### src/rtl/regfile_wb_arbiter.sv
// Write-back arbiter with register-busy scoreboard: round-robin shares the single
// register file write port among NUM_SRC sources and tracks in-flight destinations.
module regfile_wb_arbiter #(
    parameter int NUM_SRC = 3,
    parameter int XLEN    = 64
) (
    input  logic                      clk,
    input  logic                      rst_n,
    input  logic [NUM_SRC-1:0]        wb_valid_i,
    input  logic [5*NUM_SRC-1:0]      wb_addr_i,
    input  logic [XLEN*NUM_SRC-1:0]   wb_data_i,
    output logic [NUM_SRC-1:0]        wb_ready_o,
    output logic                      rf_wr_en_o,
    output logic [4:0]                rf_rd_addr_o,
    output logic [XLEN-1:0]           rf_rd_data_o,
    input  logic                      issue_valid_i,
    input  logic [4:0]                issue_rd_i,
    input  logic [4:0]                rs1_addr_i,
    input  logic [4:0]                rs2_addr_i,
    input  logic [4:0]                rd_addr_i,
    output logic                      rs1_busy_o,
    output logic                      rs2_busy_o,
    output logic                      rd_busy_o
);

    localparam int IW = (NUM_SRC > 1) ? $clog2(NUM_SRC) : 1;

    logic [IW-1:0]      last_grant_reg;
    logic [IW-1:0]      grant_idx;
    logic               grant_found;
    logic [NUM_SRC-1:0] grant_onehot;
    logic [4:0]         grant_addr;
    logic [XLEN-1:0]    grant_data;

    logic               wr_en_reg;
    logic [4:0]         wr_addr_reg;
    logic [XLEN-1:0]    wr_data_reg;

    logic [31:1]        busy_reg;
    logic [31:1]        busy_next;
    logic [31:0]        busy_vec;

    // Search starts just after the last winner so every source gets a turn.
    always_comb begin
        int cand;
        cand         = 0;
        grant_found  = 1'b0;
        grant_idx    = last_grant_reg;
        grant_onehot = '0;
        for (int k = 1; k <= NUM_SRC; k++) begin
            cand = int'(last_grant_reg) + k;
            if (cand >= NUM_SRC) begin
                cand = cand - NUM_SRC;
            end
            if (!grant_found && wb_valid_i[cand]) begin
                grant_found = 1'b1;
                grant_idx   = IW'(cand);
            end
        end
        if (grant_found) begin
            grant_onehot[grant_idx] = 1'b1;
        end
    end

    assign wb_ready_o = rst_n ? grant_onehot : '0;
    assign grant_addr = wb_addr_i[5*grant_idx +: 5];
    assign grant_data = wb_data_i[XLEN*grant_idx +: XLEN];

    // Writes to x0 are consumed here and never reach the register file.
    always_ff @(posedge clk or negedge rst_n) begin
        if (!rst_n) begin
            last_grant_reg <= IW'(NUM_SRC - 1);
            wr_en_reg      <= 1'b0;
            wr_addr_reg    <= 5'd0;
            wr_data_reg    <= '0;
        end else begin
            wr_en_reg <= grant_found && (grant_addr != 5'd0);
            if (grant_found) begin
                last_grant_reg <= grant_idx;
            end
            if (grant_found && (grant_addr != 5'd0)) begin
                wr_addr_reg <= grant_addr;
                wr_data_reg <= grant_data;
            end
        end
    end

    assign rf_wr_en_o   = wr_en_reg;
    assign rf_rd_addr_o = wr_addr_reg;
    assign rf_rd_data_o = wr_data_reg;

    // A new issue to a register outranks the retiring write of its old value.
    generate
        for (genvar gi = 1; gi < 32; gi++) begin : g_busy
            logic set_hit;
            logic clr_hit;
            assign set_hit       = issue_valid_i && (issue_rd_i == 5'(gi));
            assign clr_hit       = wr_en_reg && (wr_addr_reg == 5'(gi));
            assign busy_next[gi] = set_hit | (busy_reg[gi] & ~clr_hit);
        end
    endgenerate

    always_ff @(posedge clk or negedge rst_n) begin
        if (!rst_n) begin
            busy_reg <= '0;
        end else begin
            busy_reg <= busy_next;
        end
    end

    assign busy_vec   = {busy_reg, 1'b0};
    assign rs1_busy_o = busy_vec[rs1_addr_i];
    assign rs2_busy_o = busy_vec[rs2_addr_i];
    assign rd_busy_o  = busy_vec[rd_addr_i];

endmodule

### config.mk
export PLATFORM = sky130hd
export DESIGN_NAME = regfile_wb_arbiter
export DESIGN_NICKNAME = d
export VERILOG_FILES = /design/src/rtl/regfile_wb_arbiter.sv
export SDC_FILE = /design/constraint.sdc
export NUM_CORES = 1
export LEC_CHECK = 0
export BUFFER_PORTS_ARGS = -buffer_cell sky130_fd_sc_hd__buf_4
export CAP_MARGIN = 5
export CORE_UTILIZATION = 36
export DETAILED_ROUTE_END_ITERATION = 10
export HOLD_SLACK_MARGIN = 0.05
export MAX_ROUTING_LAYER = met4
export PLACE_DENSITY = 0.76
export SLEW_MARGIN = 5
export SYNTH_ARGS = -nofsm -noshare
export SYNTH_HDL_FRONTEND = slang
export SYNTH_SLANG_ARGS = --single-unit
### constraint.sdc
create_clock -name clk -period 5.35 [get_ports clk]
set_input_delay 0.2675 -clock clk [delete_from_list [all_inputs] [get_ports clk]]
set_output_delay 0.2675 -clock clk [all_outputs]
set_load 0.005 [all_outputs]
==> results.toml <==
[synthesis]
synth_area_leaders = "dfrtp_1, mux2i_1, o21ai_0, mux4_2, mux2_1"
yosys.area.top_type = "dfrtp_1"
syn_area_sq_um = 6750
synth-seq-cells = 103
avgSynthCellArea_sq_um = 10.5
synth_top_area_share_pct = 37.8
synth_cells = 644
yosysSeqAreaShare_pct = 38.2
yosysWarnings = 0
synth.distinct_cells = 49
syn-num-nets = 881

[timing]
setup_ws_ns = 0.928
rsz0062_at_grt = "no"
fin_tns_setup_ns = 0
finalHoldViolCount = 0
finalCritPeriodShare_pct = 82.7
clock.fmax_mhz = 226
worstMarginPinSlew_ns = 1.01
finalSetupViolCount = 0
drv_slew = 0
fin_crit_ns = 4.42
finalClockSkew_ns = 0.00548
slew_headroom_pct = 32.8

[power_and_ir_drop]
max-vdd-ir-drop_mv = 0.779
p_switching_mw = 2.74
p_leak_nw = 4.24
pwr-share-seq_pct = 24.3
switching_share_pct = 42.6
p_int_mw = 3.70
clock_power_share_pct = 9.7
power_density_nw_per_um2 = 678
power_mw = 6.43
p_comb_share_pct = 66.0

[layout]
fin_nets = 1161
drive_above_1_share_pct = 43.5
regArea_sq_um = 2580
fill_cells = 1691
largest_reg_flops = 64
multiInputGateArea_sq_um = 3940
syn_to_final_growth_pct = 40.5

[global_routing]
grt_pass1_wl_um = 33700
top_usage_layer = "met2"
grt_usage_pct = 23.1
grtUsageMet3_pct = 7.56
grt_use_met1_pct = 25.0
grt_use_met2_pct = 39.5
grt_max_degree = 118
grt_antenna_before_repair = 1
grt_remaining_overflow = 0
first_global_vias = 6498

[worst_hold_path]
min_from = "wb_data_i[158]"
hold_path_class = "in -> reg"

[detailed_routing]
first_pass_iters = 8
via_per_inst = 5.51
ant_nets = 0
num_vias = 6391
drt_iter0_markers = 277
routed_wl_um = 21700
drc = 8
routedWlPerCell_um = 18.7

[floorplan]
ios = 309
fp-row-count = 49
die_y_um = 139
die_w_um = 139
die_area_sq_um = 19300
initial_core_util_pct = 37.2
core_sq_um = 18100

[cts]
clock_latency_ns = 0.35
cts-resized-gates = 0
cts_tree = "built"
clockBufferDepth = 2
root_buffer = "clkbuf_16"
cts_sinks = 103
cts_buffers = 9
clkTransAtPathRegs_ns = 0.07
cts_max_level = 3

[run_status]
violations = "design-rule violations"
status = "finished with violations"

[placed_design]
gp_congestion = 0.872
place_ws_ns = 0.980
place_hpwl_um = 16800
port_buffers = 308

[worst_setup_path]
critical_path_class = "reg -> reg"
timing.rr.start = "last_grant_reg[0]$_DFFE_PN0N_"
worstPathArrival_ns = 4.65
path_max_fanout = 56
crit_path_end_kind = "register"
cp-startpoint = "last_grant_reg[0]$_DFFE_PN0N_"
worstPathRequired_ns = 5.58
cp-start-kind = "register"

[job]
maxCapViolCount = 0
[cells in the final DEF, fill, tap and decap left out, types with 3 or more instances in the layout]
master / netlist / routed
clkbuf_16: 0 / 9
mux2_1: 38 / 38
ha_1: 4 / 4
mux2i_1: 71 / 71
a22o_1: 7 / 7
dfrtp_1: 102 / 102
mux4_2: 27 / 27
o21ai_1: 3 / 3
buf_4: 1 / 315
inv_1: 8 / 8
nand4_1: 3 / 3
o31ai_1: 4 / 4
nor2_1: 10 / 10
nand2_1: 23 / 23
nand2b_1: 11 / 11
nand3_1: 78 / 78
nor2b_1: 5 / 5
or2_2: 5 / 5
mux2_2: 32 / 32
o21ai_0: 132 / 132
nand4b_1: 3 / 3
[layer usage]
metal  vias to the layer above  share of wire [%]
met4                         0                2.7
met5                         -                  0
met3                        36                8.3
met1                      3114                 38
met2                       241                 51
li1                       3000                  -
[cell type report]
type / instances / share of cell area [%]
flip-flops and latches: 103 / 27.2
clock inverters: 3 / 0.185
inverters: 8 / 0.317
repair buffers: 316 / 25.0
well taps: 229 / 3.02
diodes: 1 / 0.0264
clock buffers: 13 / 2.74
multi-input cells: 486 / 41.5
[critical path, stage by stage, from the launching register on]
cell and delay [ns]:
dfrtp_1 0.49, inv_1 0.13, ha_1 0.67, or4b_1 0.54, a31oi_4 0.58, o21ai_1 0.36, o41ai_4 0.43, buf_4 0.64
mux2_2 0.41
[cell families after synthesis]
group,count (synthesis),share of synthesized area (%)
buf+inv,55,3.69
mux,169,31.4
fa+ha+maj,4,0.741
simple gates,149,11.5
compound gates,164,14.5
flops,103,38.2
[final timing paths]
path	cells after the start	to	slack (ns)
max	8	rf_rd_data_o[21]$_DFFE_PN0P_	0.93
min	4	rf_rd_data_o[30]$_DFFE_PN0P_	0.25
max reg2reg	8	rf_rd_data_o[21]$_DFFE_PN0P_	0.93
min reg2reg	1	rf_rd_data_o[50]$_DFFE_PN0P_	0.49
max in group asynchronous	3	busy_reg[26]$_DFF_PN0_	3.65
min in group asynchronous	2	rf_rd_data_o[27]$_DFFE_PN0P_	0.44
[power groups by stage]
stage	Clock, mW	Combinational, mW	Sequential (mW)
2_1_floorplan	0	3.09	1.49
4_1_cts	0.648	4.29	1.56
3_3_place_gp	0	4.17	1.55
3_5_place_dp	0	4.27	1.57
5_1_grt	0.672	4.64	1.62
6_report	0.623	4.25	1.57
[Yosys cell counts (all sizes together)]
| cell type | instances |
|---|---|
| nand3 | 78 |
| o41ai | 3 |
| o21ai | 136 |
| mux4 | 27 |
| a41oi | 1 |
| nand3b | 2 |
| a21oi | 2 |
| or2 | 6 |
| buf | 21 |
| a21boi | 1 |
| ha | 4 |
| and4 | 1 |
| a21o | 1 |
| a31oi | 2 |
| nor2 | 10 |
| a211oi | 2 |
| nor2b | 5 |
| nor3b | 1 |
| a22o | 7 |
| dfrtp | 102 |
| nand4 | 3 |
| dfstp | 1 |
| nand2 | 23 |
| clkbuf | 26 |
| o221ai | 1 |
| nor3 | 1 |
| nand4b | 3 |
| and3 | 2 |
| o32ai | 2 |
| inv | 8 |
| mux2i | 71 |
| and3b | 1 |
| o31ai | 4 |
| a21bo | 1 |
| nand2b | 11 |
| o211ai | 1 |
| mux2 | 71 |
| and2 | 1 |
| or4b | 1 |
[stage by stage]
stage          hold WS [ns]  util, %  instance area, sq um  std cells
6_report              0.255     52.3                  9490       1159
5_1_grt               0.260     52.3                  9490       1159
4_1_cts               0.242     52.3                  9480       1158
3_5_place_dp          0.284     50.7                  9200       1141
3_3_place_gp          0.287     50.7                  9200       1141
2_1_floorplan       -0.0281        -                  6750        644
[timing repair]
action / 4_1_cts / 5_1_grt
hold buffers: 1 / 0
buffers inserted: 0 / 0
endpoints found under the hold margin: 38 / 0
Power figures use the tool's default switching activity.
